$ cat config.mk
export PLATFORM = sky130hd
export DESIGN_NAME = uart_in_ep
export DESIGN_NICKNAME = d
export VERILOG_FILES = /design/src/rtl/uart_in_ep.sv
export SDC_FILE = /design/constraint.sdc
export NUM_CORES = 1
export LEC_CHECK = 0
export CELL_PAD_IN_SITES_DETAIL_PLACEMENT = 1
export CELL_PAD_IN_SITES_GLOBAL_PLACEMENT = 1
export CORE_MARGIN = 4
export CORE_UTILIZATION = 40
export CTS_CLUSTER_DIAMETER = 50
export DETAILED_ROUTE_END_ITERATION = 10
export GPL_TIMING_DRIVEN = 0
export MAX_ROUTING_LAYER = met4
export PLACE_DENSITY = 0.68
export REMOVE_ABC_BUFFERS = 1
export SETUP_SLACK_MARGIN = 0.2
export SYNTH_ARGS = -nofsm -noshare
export SYNTH_HDL_FRONTEND = slang
export SYNTH_SLANG_ARGS = --single-unit
$ cat constraint.sdc
create_clock -name clk -period 4.85 [get_ports clk]
set_input_delay 0.7275 -clock clk [delete_from_list [all_inputs] [get_ports clk]]
set_output_delay 0.7275 -clock clk [all_outputs]
set_load 0.1 [all_outputs]
$ cat src/rtl/uart_in_ep.sv
// uart_in_ep: device-to-host half of the USB-UART bridge.
// Bytes from the local source are queued in a FIFO and served to the USB core on one
// IN endpoint. Reads are speculative until the core finishes the whole packet; a
// partially taken packet is rewound so its bytes are resent in the next packet.
module uart_in_ep #(
  parameter int EP_NUM     = 2,
  parameter int DEPTH_LOG2 = 6,
  parameter int MAX_PKT    = 64
) (
  input  logic        clk,
  input  logic        rst_n,
  input  logic [7:0]  wr_dat,
  input  logic        wr_val,
  output logic        wr_rdy,
  input  logic        txact,
  input  logic [3:0]  endpt,
  input  logic        txpop,
  output logic        txval,
  output logic        txcork,
  output logic [7:0]  txdat,
  output logic [11:0] txdat_len
);

  localparam int              PW       = DEPTH_LOG2 + 1;
  localparam int              DEPTH    = 1 << DEPTH_LOG2;
  localparam logic [PW-1:0]   FULL_LVL = PW'(DEPTH);
  localparam logic [11:0]     MAX_LEN  = 12'(MAX_PKT);
  localparam logic [3:0]      MY_EP    = 4'(EP_NUM);

  typedef enum logic [1:0] {IDLE, SEND, DONE} state_e;

  state_e        state_q, state_d;
  logic [PW-1:0] wr_ptr_q, wr_ptr_d;
  logic [PW-1:0] rd_cmt_q, rd_cmt_d;
  logic [PW-1:0] rd_spec_q, rd_spec_d;
  logic [11:0]   popped_q, popped_d;
  logic [11:0]   len_q, len_d;
  logic [7:0]    txdat_q, txdat_d;
  logic          txcork_q, txcork_d;
  logic          wr_rdy_q, wr_rdy_d;
  logic          txact_q, txact_d;

  logic [7:0]    mem [DEPTH];

  logic [PW-1:0] level, level_next;
  logic [11:0]   level_len;
  logic          wr_en, txact_rise, txval_c;

  // Next-state logic for the FIFO pointers and the IN packet FSM.
  // NOTE: every signal assigned here gets a default first so no latch is inferred.
  always_comb begin
    level      = wr_ptr_q - rd_cmt_q;
    level_len  = 12'(level);
    wr_en      = wr_val && wr_rdy_q;
    txact_rise = txact && !txact_q;
    txval_c    = (state_q == SEND) && (popped_q < len_q);

    state_d   = state_q;
    wr_ptr_d  = wr_en ? wr_ptr_q + PW'(1) : wr_ptr_q;
    rd_cmt_d  = rd_cmt_q;
    rd_spec_d = rd_spec_q;
    popped_d  = popped_q;
    len_d     = len_q;
    txcork_d  = txcork_q;
    txdat_d   = txdat_q;
    txact_d   = txact;

    case (state_q)
      IDLE: begin
        // Cork tracks the level while idle; the value on the txact rise is what
        // stays frozen for the whole packet.
        txcork_d = (level == '0);
        if (txact_rise && endpt == MY_EP) begin
          len_d     = (level_len > MAX_LEN) ? MAX_LEN : level_len;
          rd_spec_d = rd_cmt_q;
          popped_d  = '0;
          state_d   = SEND;
        end
      end
      SEND: begin
        if (txpop && txval_c) begin
          rd_spec_d = rd_spec_q + PW'(1);
          popped_d  = popped_q + 12'd1;
        end
        if (!txact) state_d = DONE;
      end
      DONE: begin
        // Commit only a fully taken packet; otherwise rewind so nothing is lost.
        if (popped_q == len_q) rd_cmt_d  = rd_spec_q;
        else                   rd_spec_d = rd_cmt_q;
        state_d = IDLE;
      end
      default: state_d = IDLE;
    endcase

    // Present the byte at the next speculative read address while sending.
    if (state_d == SEND) txdat_d = mem[rd_spec_d[DEPTH_LOG2-1:0]];

    // Ready reflects fullness after this cycle's write and commit, so it never lags.
    level_next = wr_ptr_d - rd_cmt_d;
    wr_rdy_d   = (level_next != FULL_LVL);
  end

  // State registers, asynchronously cleared.
  // NOTE: sequential state uses non-blocking assignments only.
  always_ff @(posedge clk or negedge rst_n) begin
    if (!rst_n) begin
      state_q   <= IDLE;
      wr_ptr_q  <= '0;
      rd_cmt_q  <= '0;
      rd_spec_q <= '0;
      popped_q  <= '0;
      len_q     <= '0;
      txdat_q   <= '0;
      txcork_q  <= 1'b1;
      wr_rdy_q  <= 1'b1;
      txact_q   <= 1'b0;
    end else begin
      state_q   <= state_d;
      wr_ptr_q  <= wr_ptr_d;
      rd_cmt_q  <= rd_cmt_d;
      rd_spec_q <= rd_spec_d;
      popped_q  <= popped_d;
      len_q     <= len_d;
      txdat_q   <= txdat_d;
      txcork_q  <= txcork_d;
      wr_rdy_q  <= wr_rdy_d;
      txact_q   <= txact_d;
    end
  end

  // FIFO storage write port.
  // NOTE: the array is not reset; pointers alone define which entries are valid.
  always_ff @(posedge clk) begin
    if (wr_en) mem[wr_ptr_q[DEPTH_LOG2-1:0]] <= wr_dat;
  end

  assign wr_rdy    = wr_rdy_q;
  assign txval     = txval_c;
  assign txcork    = txcork_q;
  assign txdat     = txdat_q;
  assign txdat_len = len_q;

endmodule

After elaboration in Yosys (flattened, before gate mapping) --
Memories as Yosys holds them, arrays and structs flattened. A register that Yosys moved wholly into a read port is not among the register bits. Cells that the tools add are included.
Word-level totals: memory bits (writable) 512, bits in registers 50, word-level logic and storage cells 55, memories 1, input port bits 17, output and inout bits 23
Memories:
- mem | depth 64, width 8, rd ports 1, clocked after Yosys merged registers in 1, write ports 1, RTL line 43 | logic [7:0] mem [DEPTH];
Cells by class: add/sub/neg operators 5, eq/ne operators 8, reductions and logical operators 14, mux-type cells 15, $lt $le $gt $ge 2
Operators by type and width (number):
- $mux 7 | 6
- $mux 12 | 2
- $pmux 12 s2 | 1
- $pmux 7 s3 | 1
- $add 7x1->7 const B | 2
- $sub 7x7->7 | 2
- $add 12x1->12 const B | 1
- $eq 12x12->1 | 1
- $lt 12x12->1 | 1
- $gt 7x7->1 const B | 1
- $logic_not 7->1 | 1
- $ne 7x7->1 const B | 1
- $reduce_and 3->1 | 2
- $logic_and 1x1->1 | 5
- $eq 2x1->1 const B | 2
- $eq 4x2->1 const B | 1
- $mux 2 | 2
- $pmux 2 s2 | 1
- $reduce_bool 3->1 | 1
- $eq 2x2->1 const B | 1
- $logic_not 1->1 | 2
- $logic_not 2->1 | 1
- $mux 1 | 2
- $ne 2x1->1 const B | 1
- other kinds (3) | 3

Longest topological paths before layout --
Gate-level depths: netlist (run 1).
depth in word-level cells 6, gate-level depth with buffers 19, mapped depth without buffers 17

Worst setup path before layout (run 1) --
No wires, ideal clock.
path type register -> register, from reg len_q[6], in the netlist txdat_len[6], to reg wr_rdy_q, in the netlist wr_rdy, buffers on the path 1, library setup time 0.088 ns, slack 0.477 ns, cell stages (with the launch flop) 19, data arrival time 4.285 ns, cell sequence dfrtp_1 -> inv_1 -> ha_1 -> nand4b_1 -> or3_1 -> nor3_1 -> clkbuf_1 -> nand2_1 -> o21ai_0 -> inv_1 -> ha_1 -> nor2b_1 -> o21ai_0 -> nand2b_1 -> a21o_1 -> a21o_1 -> nor2_1 -> a21oi_1 -> or3_1
Between the ends: longest elaborated chain between the ends 5
Ends and longest elaborated chain:
- from (decl) | RTL line 37 | logic [11:0] len_q, len_d;
- from (signal assigned) | RTL line 124 | len_q <= len_d;
- $eq 12x12->1 | RTL line 89 | if (popped_q == len_q) rd_cmt_d = rd_spec_q;
- $mux 7 | RTL line 89
- $mux 7 | RTL line 68 | case (state_q)
- via rd_cmt_d[1] | RTL line 34 | logic [PW-1:0] rd_cmt_q, rd_cmt_d;
- $sub 7x7->7 | RTL line 100 | level_next = wr_ptr_d - rd_cmt_d;
- $ne 7x7->1 | RTL line 101 | wr_rdy_d = (level_next != FULL_LVL);
- via wr_rdy_d | RTL line 40 | logic wr_rdy_q, wr_rdy_d;
- to (signal assigned) | RTL line 127 | wr_rdy_q <= wr_rdy_d;
- to (decl) | RTL line 40
The timed path passes the listed nets, and every way through them passes these cells. A chain may end at the register's enable or synchronous reset.

Worst setup path after layout (run 1) --
from in txact, to reg txdat_q[0], in the netlist txdat[0], read port of mem
Between the ends: longest elaborated chain between the ends 5, elaborated cells on any way between the ends 8
Ends and longest elaborated chain:
- from (decl) | RTL line 15 | input logic txact,
- $logic_and 1x1->1 | RTL line 55 | txact_rise = txact && !txact_q;
- $logic_and 1x1->1 | RTL line 73 | if (txact_rise && endpt == MY_EP) begin
- $mux 2 | RTL line 73
- $pmux 2 s2 | RTL line 68
- $eq 2x1->1 | RTL line 97 | if (state_d == SEND) txdat_d = mem[rd_spec_d[DEPTH_LOG2-1:0]];
- to (decl) | RTL line 38 | logic [7:0] txdat_q, txdat_d;
Several ways; a longest one is shown, not always the timed one. The select of a mux whose other input is x is not followed.

==> results of run 1 <==
-- worst reg2reg max path, stage by stage (launching register included) --
cell      delay [ns]
dfrtp_1         0.47
ha_4            0.32
nand4_1         0.20
or3_1           0.52
and3_1          0.25
a221oi_4        0.38
and3_4          0.39
inv_8           0.15
buf_16          0.21
a21oi_1         0.29
a32oi_1         0.09
o32a_1          0.41
o221ai_1        0.11
and3b_2         0.28
a2111o_1        0.39
-- Yosys cell counts (8+ instances only) --
library cell,count,area share
nor2b_1,10,0.0026
a22oi_1,21,0.0066
mux2i_1,92,0.038
xor2_1,12,0.0044
inv_1,27,0.0042
a211oi_1,23,0.0072
o21ai_0,59,0.012
nand2_1,322,0.050
nand4_1,16,0.0042
nor2_1,105,0.016
ha_1,22,0.011
a22o_1,23,0.0084
o22ai_1,14,0.0036
buf_2,50,0.010
a21oi_1,99,0.021
dfrtp_1,51,0.053
xnor2_1,8,0.0029
clkbuf_1,39,0.0061
a32oi_1,22,0.0080
and3_1,21,0.0055
nor3_1,12,0.0025
a31oi_1,9,0.0023
nand3_1,132,0.027
buf_4,11,0.0034
edfxtp_1,512,0.64
-- sequential cells by signal, indices dropped and copies added, names as in the netlist, 2 cells and up --
| register | flops |
|---|---|
| rd_cmt_q | 7 |
| rd_spec_q | 7 |
| mem | 512 |
| state_q | 2 |
| txdat | 8 |
| popped_q | 12 |
| wr_ptr_q | 7 |
| txdat_len | 7 |
-- routing by layer --
| metal | wire [um] | vias to the layer above | share of wire |
|---|---|---|---|
| met5 | 0 | - | 0 |
| met4 | 1890 | 0 | 0.025 |
| met3 | 5370 | 121 | 0.072 |
| met2 | 36800 | 628 | 0.49 |
| met1 | 30800 | 8435 | 0.41 |
| li1 | - | 7084 | - |
-- cells by family (layout without fill, tap and decap cells) --
group,count (synthesis),count (layout),share of synthesized area
other cells,1,6,0.000156
xor+xnor,20,20,0.00728
compound gates,342,342,0.0959
mux,96,96,0.0402
simple gates,657,659,0.121
flops,565,565,0.695
fa+ha+maj,23,23,0.0123
buf+inv,143,256,0.0286
-- power by group through the flow --
stage          Combinational [uW]  Clock, uW  Sequential, uW
6_report                     3380       5070            5810
3_5_place_dp                 3140          0            5900
2_1_floorplan                1610          0            6180
3_3_place_gp                 3010          0            5890
4_1_cts                      3250       5130            5800
5_1_grt                      3610       5350            5820
-- through the flow --
stage	util	hold WS, ns
global route	0.474	0.107
finish	0.474	0.0945
global placement	0.419	0.448
floorplan	-	0.432
detailed placement	0.429	0.456
CTS	0.468	0.0768
-- what timing repair did --
action	4_1_cts	5_1_grt
pin swaps	3	8
endpoints found under the setup margin	8	9
gates cloned	3	5
gates resized for setup	15	15
setup buffers	3	27
endpoints found under the hold margin	0	0
-- final timing paths --
check	startpoint	endpoint	slack, ns
max	txact	txdat[0]	0.23
min	rst_n	txdat_len[4]	0.09
max reg2reg	popped_q[3]	txdat[0]	0.28
min reg2reg	txcork	txcork	0.46
max in group asynchronous	rst_n	wr_rdy	4.11
min in group clk	txcork	txcork	0.46
-- layout make-up --
cell class	count	area (sq um)	area share
repair inverters	1	8.76	0.000312
multi-input cells	1145	6790	0.242
clock inverters	28	322	0.0114
clock buffers	97	1890	0.0673
inverters	31	153	0.00543
repair buffers	99	1260	0.0450
diodes	1	2.50	0.0000890
flip-flops and latches	565	16700	0.594
well taps	773	967	0.0344
-- cells in the final DEF, fill, tap and decap left out, types with 12 or more instances in the layout --
cell	count
nand3_1	132
a211oi_1	23
clkdlybuf4s50_1	25
a21oi_1	98
a22o_1	23
o22ai_1	14
clkbuf_16	71
and3_1	20
a32oi_1	22
xor2_1	12
edfxtp_1	512
o21ai_0	56
inv_1	27
mux2i_1	91
buf_4	31
clkbuf_1	21
ha_1	20
a22oi_1	21
buf_12	13
dfrtp_1	49
nor2_1	102
nand4_1	16
nand2_1	319
==> results.md, run 1 <==
- Outcome: complete, no violations
- Clk pin slew, worst setup/hold paths: 0.06 ns
- Critical Path Fanout Max: 53
- Mapped cell area: 24100 sq um
- Syn avg cell area: 13.0 sq um
- Top Ports: 40
- Worst hold path type: in2async
- CP delay by family, top: compound AO/OA/AOI/OAI gates
- Total negative setup slack: 0 ns
- Cell Count, Final, Fillers Out: 2740
- Synth Instances: 1847
- Worst Reg-to-Reg Cells: 14
- # setup viols final: 0
- Cells after DPL: 2576
- Global route overflow: 0
- Gr busiest metal: met2
- Initial antenna violation count: 0
- Minimum clock period: 4.62 ns
- Pins Over Slew Limit: 0
- First-pass GRT wire length: 109 mm
- Sequential fraction of the synthesis area: 0.695
- Die extent in x: 253 um
- Crit end category: flop
- Slew @ Worst Pin: 1.23 ns
- Worst-path cell chain: clkdlybuf4s50_1 -> and4bb_1 -> and2_2 -> mux2_2 -> a221oi_4 -> and3_4 -> inv_8 -> buf_16 -> a21oi_1 -> a32oi_1 -> o32a_1 -> o221ai_1 -> and3b_2 -> a2111o_1
- Levels on crit path: 14
- Total power draw: 14300 uW
- Layout Skew: 0.0246 ns
- Initial DRC count: 1575
- DRT Pass-1 Iters: 5
- Worst Path Buf+Inv: 3
- DRC errors left: 0
- Area after DPL: 25400 sq um
- YS warnings: 0
- Site Rows: 89
- Pwr Density: 507 nW/um^2
- # nets final: 1951
- Core ar.: 59200 sq um
- Die height: 253 um
- Gpl congestion: 0.839
- Met2 Usage GRT: 0.382
- Maximum vdd ir drop: 0.000587 V
- WL final: 74.9 mm
- Max frequency: 217 MHz
- Library cells used by synthesis: 78
- Critical Path Slowest Stage Cell: clkdlybuf4s50_1
- Drt via density: 5.94
- Reg power frac: 0.407
- Clock Path Buffers: 3
- FF+latch count, synth: 565
- Clk root buf: clkbuf_16
- Num CTS Buffers: 68
- Area Overhead vs Synth: 16.9%
- Post-route cell area: 28100 sq um
- Crit path kind: in2reg
- Switching Power: 4640 uW
- Sw Ratio: 0.325
- Post-synthesis async set-or-reset flop share: 0.0938
- Static leakage: 0.00978 uW
- Largest net degree at the start of global routing: 107
- Routed wire per std cell: 27.3 um
- Worst-skew pair later-pin latency: 0.62 ns
- Met3 Use GR: 0.0404
- Critical Path RT: 5.35 ns
- Post-DRT Antenna Nets: 0
- Gate power share: 0.237
- Hold_buf cts: 0
- Fillers: 5991
- Slew headroom: 0.179
- Unrepaired setup endpoints after global routing: false
- Htree depth: 3
- Critical Path Source Type: input pin
- Starting density of the core: 0.406
- Hold Violations, Final: 0
- DIE AREA: 64100 sq um
- Setup ws final: 0.234 ns
- Worst Path Arrival: 5.12 ns
- Vias in the first global route: 16700
- CP max stage delay: 0.55 ns
- Post-DP HPWL: 44.3 mm
- Vias post-DR: 16300
- Final period util: 0.952
- Port Buf Inserts: 34
- Layout cells sized above 1: 0.111
- Total track usage: 0.234
- CTS tree: done
- Clock power share: 0.355
- Cell internal pwr: 9620 uW
- Synth Flop Type: edfxtp_1
- Maxcap violations: 0
- M1 GR Usage: 0.305
- Dpl ws: -1.91 ns
- Post-synth EDFFs: 512
- Sink Count: 565
Power figures use the tool's default switching activity.
==> run 2, diff against run 1 <==
Settings changed: CAP_MARGIN set to 25.
==> run 2 against run 1 <==
Combinational power increased by 3%. Final area rose by 0.75%. Sequential share of layout area down 0.44 points. Hold slack got worse by 0.0090 ns. Global-route usage up 0.47 points. Final cell count up 0.15%. Routed wire length is 0.27% higher. Non-clock buffer count increased by 4. Critical path type unchanged. Largest cell class unchanged.
==> results.md, run 2 (synthesis gave the netlist of run 1 again) <==
- Layout Skew: 0.0175 ns (-0.00719 ns)
- Max reg flops: 512 (unchanged)
- Switching Power: 4700 uW (+1.3%)
- Num CTS Buffers: 68 (unchanged)
- Crit end category: flop
- DIE AREA: 64100 sq um (unchanged)
- WL final: 75.1 mm (+0.27%)
- Post-DRT Antenna Nets: 0 (unchanged)
- Gate power share: 0.241 (+0.004)
- Final Util: 0.478 (+0.00357)
- # nets final: 1954 (+0.15%)
- Worst-skew pair later-pin latency: 0.62 ns (about the same)
- Reg power frac: 0.402 (-0.005)
- Slew @ Worst Pin: 1.23 ns (+0.00599 ns)
- Port Buf Inserts: 34 (unchanged)
- Worst hold margin: 0.0854 ns (-0.00903 ns)
- Pwr Density: 510 nW/um^2 (+0.60%)
- Routed wire per std cell: 27.4 um (+0.12%)
- First-pass GRT wire length: 110 mm (+1.4%)
- Global route overflow: 0 (unchanged)
- Unrepaired setup endpoints after global routing: true
- Critical Path Fanout Max: 53 (unchanged)
- Commonest cells after routing, fill and taps aside: 512 x edfxtp_1, 319 x nand2_1, 132 x nand3_1
- Area Overhead vs Synth: 17.7%
- Maximum vdd ir drop: 0.000568 V (-3.3%)
- Clock power share: 0.357 (+0.002)
- Die height: 253 um (unchanged)
- Clock Path Buffers: 3 (unchanged)
- Hold Violations, Final: 0 (unchanged)
- DRT Pass-1 Iters: 5 (unchanged)
- Cell internal pwr: 9750 uW (+1.4%)
- Maxcap violations: 0 (unchanged)
- Htree depth: 3 (unchanged)
- Clk root buf: clkbuf_16
- # setup viols final: 0 (unchanged)
- Sink Count: 565 (unchanged)
- Vias post-DR: 16300 (+0.29%)
- Total power draw: 14400 uW (+1.4%)
- Worst hold path type: in2async
- Die extent in x: 253 um (unchanged)
- Most common cell after layout, fill and taps aside: edfxtp_1
- Critical Path RT: 5.34 ns (about the same)
- Pins Over Slew Limit: 0 (unchanged)
- Drt via density: 5.95 (+0.14%)
- Starting density of the core: 0.406 (unchanged)
- Initial antenna violation count: 1 (+1)
- Layout cells sized above 1: 0.120 (+0.00891)
- Cell Count, Final, Fillers Out: 2744 (+0.15%)
- Core ar.: 59200 sq um (unchanged)
- Critical Path Source Type: input pin
- Worst Path Arrival: 5.20 ns (+0.08 ns)
- Cells after DPL: 2579 (+0.12%)
- Area after DPL: 25400 sq um (+0.12%)
- Gpl congestion: 0.839 (unchanged)
- Sw Ratio: 0.325 (about the same)
- Vias in the first global route: 17000 (+1.5%)
- Total track usage: 0.238 (+0.00473)
- Post-route cell area: 28300 sq um (+0.75%)
- Static leakage: 0.00988 uW (+1.0%)
- Minimum clock period: 4.71 ns (+0.0917 ns)
- CTS tree: done
- Largest net degree at the start of global routing: 71 (-34%)
- Site Rows: 89 (unchanged)
- Top Ports: 40 (unchanged)
- Final period util: 0.971 (+0.0189)
- Clk pin slew, worst setup/hold paths: 0.06 ns (about the same)
- Initial DRC count: 1751 (+11%)
- DRC errors left: 0 (unchanged)
- Slew headroom: 0.177 (-0.00170)
- Max frequency: 212 MHz (-1.9%)
- Outcome: complete, no violations
- Crit path kind: in2reg
- Post-DP HPWL: 44.6 mm (+0.57%)
==> run 2: cell count changes in the layout (fill, tap and decap cells not counted), moves of 4 or more <==
cell	previous run	this run
buf_4	31	25
clkbuf_8	8	4
clkbuf_1	21	14
clkinv_2	4	12
==> run 2: layout make-up <==
class	instances	area (sq um)
Clock buffer	87	1830
Inverter	31	153
Antenna cell	1	2.50
Fill cell	6007	30900
Sequential cell	565	16700
Multi-Input combinational cell	1144	6820
Timing Repair Buffer	103	1390
Timing Repair inverter	1	11.3
Clock inverter	39	435
Tap cell	773	967
==> run 2: routing by layer <==
metal,track usage,vias to the layer above,wire [um]
li1,-,7092,-
met1,0.303,8403,30900
met2,0.384,657,36200
met3,0.0469,163,5220
met4,0.0853,0,2830
met5,-,-,0
==> run 2: final timing paths <==
kind / to / depth (start not counted) / slack, ns / from
worst max-delay path: txdat[0] / 14 / 0.14 / txact
worst min-delay path: popped_q[10] / 1 / 0.09 / rst_n
worst max register to register: txdat[0] / 14 / 0.21 / txdat_len[6]
worst min register to register: txcork / 2 / 0.46 / txcork
max in group asynchronous: wr_rdy / 2 / 4.13 / rst_n
min in group clk: txcork / 2 / 0.46 / txcork
==> run 2: metrics by stage <==
stage	setup WS (ns)	TNS (ns)
after floorplan	-4.82	-41.39
after detailed placement	-1.57	-10.29
after global routing	0.0310	0
after CTS	0.152	0
final	0.142	0
after global placement	-12.78	-117.66
==> run 2: worst max-delay path, stage by stage <==
cell	delay [ns]
clkdlybuf4s50_1	0.57
and4bb_1	0.34
and2_2	0.29
mux2_2	0.38
a221oi_4	0.48
and3_4	0.48
inv_8	0.16
buf_16	0.25
a21oi_1	0.17
a32oi_1	0.09
o32a_1	0.40
o221ai_1	0.11
and3b_2	0.29
a2111o_1	0.40
==> run 2: power by group through the flow <==
stage	clock [uW]	sequential [uW]	combinational (uW)
after detailed placement	0	5890	3150
final	5160	5800	3480
after global placement	0	5890	3010
after global routing	5440	5820	3710
after floorplan	0	6180	1610
after CTS	5210	5800	3270
==> run 2: what timing repair did <==
action                     CTS  global route
hold buffers                 0             0
resized for setup           20            22
pin swaps                    4            10
gates cloned                 5             4
setup endpoints to repair    8             8
setup buffers                5            22
==> run 3, diff against run 2 <==
Settings changed: PLACE_DENSITY 0.68 to unset, PLACE_DENSITY_LB_ADDON set to 0.1.
Clock period 4.85 ns to 4.8 ns, I/O delays scaled along.
==> run 3 against run 2 <==
Hold slack gained 0.082 ns. Clock skew grew 0.0020 ns. First-iteration DRC count shrank 20%. Setup slack gained 0.091 ns. Critical endpoint unchanged. Largest power group unchanged. Largest cell class unchanged. Critical path type is now reg2reg. Via count shrank 2.3%. Non-clock buffer count shrank 18.
==> results.md, run 3 (synthesis gave the netlist of run 1 again) <==
- Port Buf Inserts: 34 (unchanged)
- Maximum vdd ir drop: 0.000285 V (-50%)
- Initial DRC count: 1396 (-20%)
- Layout cells sized above 1: 0.113 (-0.00721)
- Critical Path Fanout Max: 45 (-15%)
- Worst hold path type: in2async
- Worst Path Arrival: 5.07 ns (-0.13 ns)
- Worst-path cell chain: nand2b_1 -> a2111oi_4 -> nand2_2 -> or4_4 -> and3_4 -> buf_16 -> inv_16 -> buf_16 -> a32oi_1 -> o32a_1 -> o221ai_1 -> and3b_1 -> a2111o_1
- CP max stage delay: 0.57 ns (about the same)
- Multi-input logic area: 6810 sq um (-0.11%)
- Fillers: 5930 (-1.3%)
- DRC errors left: 0 (unchanged)
- Clk root buf: clkbuf_16
- Site Rows: 89 (unchanged)
- WL final: 75.6 mm (+0.67%)
- Max reg flops: 512 (unchanged)
- Post-DP HPWL: 46.8 mm (+5.0%)
- Vias in the first global route: 16500 (-2.8%)
- Die height: 253 um (unchanged)
- Critical Path RT: 5.30 ns (-0.04 ns)
- Area Overhead vs Synth: 17.4%
- Global route overflow: 0 (unchanged)
- Dpl ws: -1.38 ns (+0.189 ns)
- Initial antenna violation count: 2 (+1)
- # nets final: 1939 (-0.77%)
- Worst-skew pair later-pin latency: 0.62 ns (about the same)
- Final period util: 0.951
- Met2 Usage GRT: 0.396 (+0.0115)
- M1 GR Usage: 0.320 (+0.0169)
- Largest net degree at the start of global routing: 60 (-15%)
- Slew headroom: 0.306 (+0.129)
- Clock Path Buffers: 3 (unchanged)
- Pwr Density: 519 nW/um^2 (+1.6%)
- Die extent in x: 253 um (unchanged)
- Starting density of the core: 0.406 (unchanged)
- Post-DRT Antenna Nets: 0 (unchanged)
- Total power draw: 14600 uW (+1.4%)
- Htree depth: 3 (unchanged)
- Most common cell after layout, fill and taps aside: edfxtp_1
- Drt via density: 5.84 (-1.7%)
- Area occupied by registers: 16700 sq um (about the same)
- Core ar.: 59200 sq um (unchanged)
- Vias post-DR: 15900 (-2.3%)
- Cells after DPL: 2583 (+0.16%)
- Total track usage: 0.243 (+0.00445)
- Gpl congestion: 0.800 (-4.7%)
- Maxcap violations: 0 (unchanged)
- Most Frequent Cell on Critical Path: buf_16
- Crit end category: flop
- Setup ws final: 0.233 ns (+0.0913 ns)
- Hold Violations, Final: 0 (unchanged)
- Critical Path Slowest Stage Cell: dfrtp_1
- Clk pin slew, worst setup/hold paths: 0.06 ns (about the same)
- # setup viols final: 0 (unchanged)
- Commonest cells after routing, fill and taps aside: 512 x edfxtp_1, 318 x nand2_1, 132 x nand3_1
- DIE AREA: 64100 sq um (unchanged)
- Critical Path Source Type: flop
- Max frequency: 219 MHz
- Final Util: 0.477 (-0.00137)
- ANT cells: 0 (-1)
- Top Ports: 40 (unchanged)
- Hold_buf cts: 0 (unchanged)
- Met3 Use GR: 0.0354 (-0.0115)
- Unrepaired setup endpoints after global routing: true
- Cell Count, Final, Fillers Out: 2727 (-0.62%)
- First-pass GRT wire length: 111 mm (+1.2%)
- Sink Count: 565 (unchanged)
- Slew @ Worst Pin: 1.04 ns (-0.197 ns)
- Minimum clock period: 4.57 ns
- Routed wire per std cell: 27.7 um (+1.3%)
- Gr busiest metal: met2
- Crit path kind: reg2reg
- Layout Skew: 0.0194 ns (+0.00197 ns)
- DRT Pass-1 Iters: 5 (unchanged)
- Outcome: complete, no violations
- Static leakage: 0.00984 uW (-0.44%)
- CTS tree: done
- Pins Over Slew Limit: 0 (unchanged)
- Num CTS Buffers: 71 (+4.4%)
## run 3: cell types whose count changed in the layout (fill, tap and decap cells not counted), moves of 3 or more
cell / change
clkbuf_16: +3
buf_4: -14
clkinv_2: +5
buf_12: -5
mux2i_1: +3
inv_8: -3
clkinv_1: -3
clkbuf_8: -4
## run 3: power by group
part / total (uW) / switching [uW] / internal [uW]
registers: 5860 / 235 / 5620
clock network: 5440 / 2110 / 3330
logic: 3340 / 2290 / 1060
total: 14600 / 4640 / 10000
## run 3: final timing paths
check | depth (start not counted) | slack (ns) | start | to
min in group clk | 2 | 0.46 | txcork | txcork
setup / recovery | 13 | 0.23 | state_q[1] | txdat[0]
max in group asynchronous | 2 | 3.95 | rst_n | txcork
setup reg to reg | 13 | 0.23 | state_q[1] | txdat[0]
hold reg to reg | 2 | 0.46 | txcork | txcork
hold / removal | 1 | 0.17 | rst_n | rd_spec_q[6]
## run 3: layout make-up
type                    instances  area share
clock buffers                  90      0.0692
clock inverters                38      0.0152
inverters                      31     0.00549
multi-input cells            1145       0.241
flip-flops and latches        565       0.592
well taps                     773      0.0343
repair buffers                 85      0.0429
## run 3: per-layer routing
layer / vias up / routed length, um
met2: 461 / 36600
met3: 129 / 3780
met4: 0 / 2130
met1: 8293 / 33100
met5: - / 0
li1: 7051 / -
## run 3: through the flow
| step | setup TNS (ns) | area (sq um) | hold slack, ns |
|---|---|---|---|
| global placement | -128.51 | 24800 | 0.453 |
| global route | 0 | 28200 | 0.198 |
| CTS | 0 | 28100 | 0.155 |
| floorplan | -41.89 | 23500 | 0.424 |
| finish | 0 | 28200 | 0.167 |
| detailed placement | -8.57 | 25500 | 0.459 |
## run 3: timing repair
action	in CTS	in global routing
cloned	5	0
buffers inserted	2	9
resized for setup	18	17
pin swaps	2	5
setup endpoints to repair	8	9
## run 3: worst max-delay path: cells and delay by family, from the launching register on
family                 cells  cell delay [ns]
buffers and inverters      3             0.65
flip-flops                 1             0.57
AO/OA/AOI/OAI              5             1.50
AND/OR/NAND/NOR            5             1.59
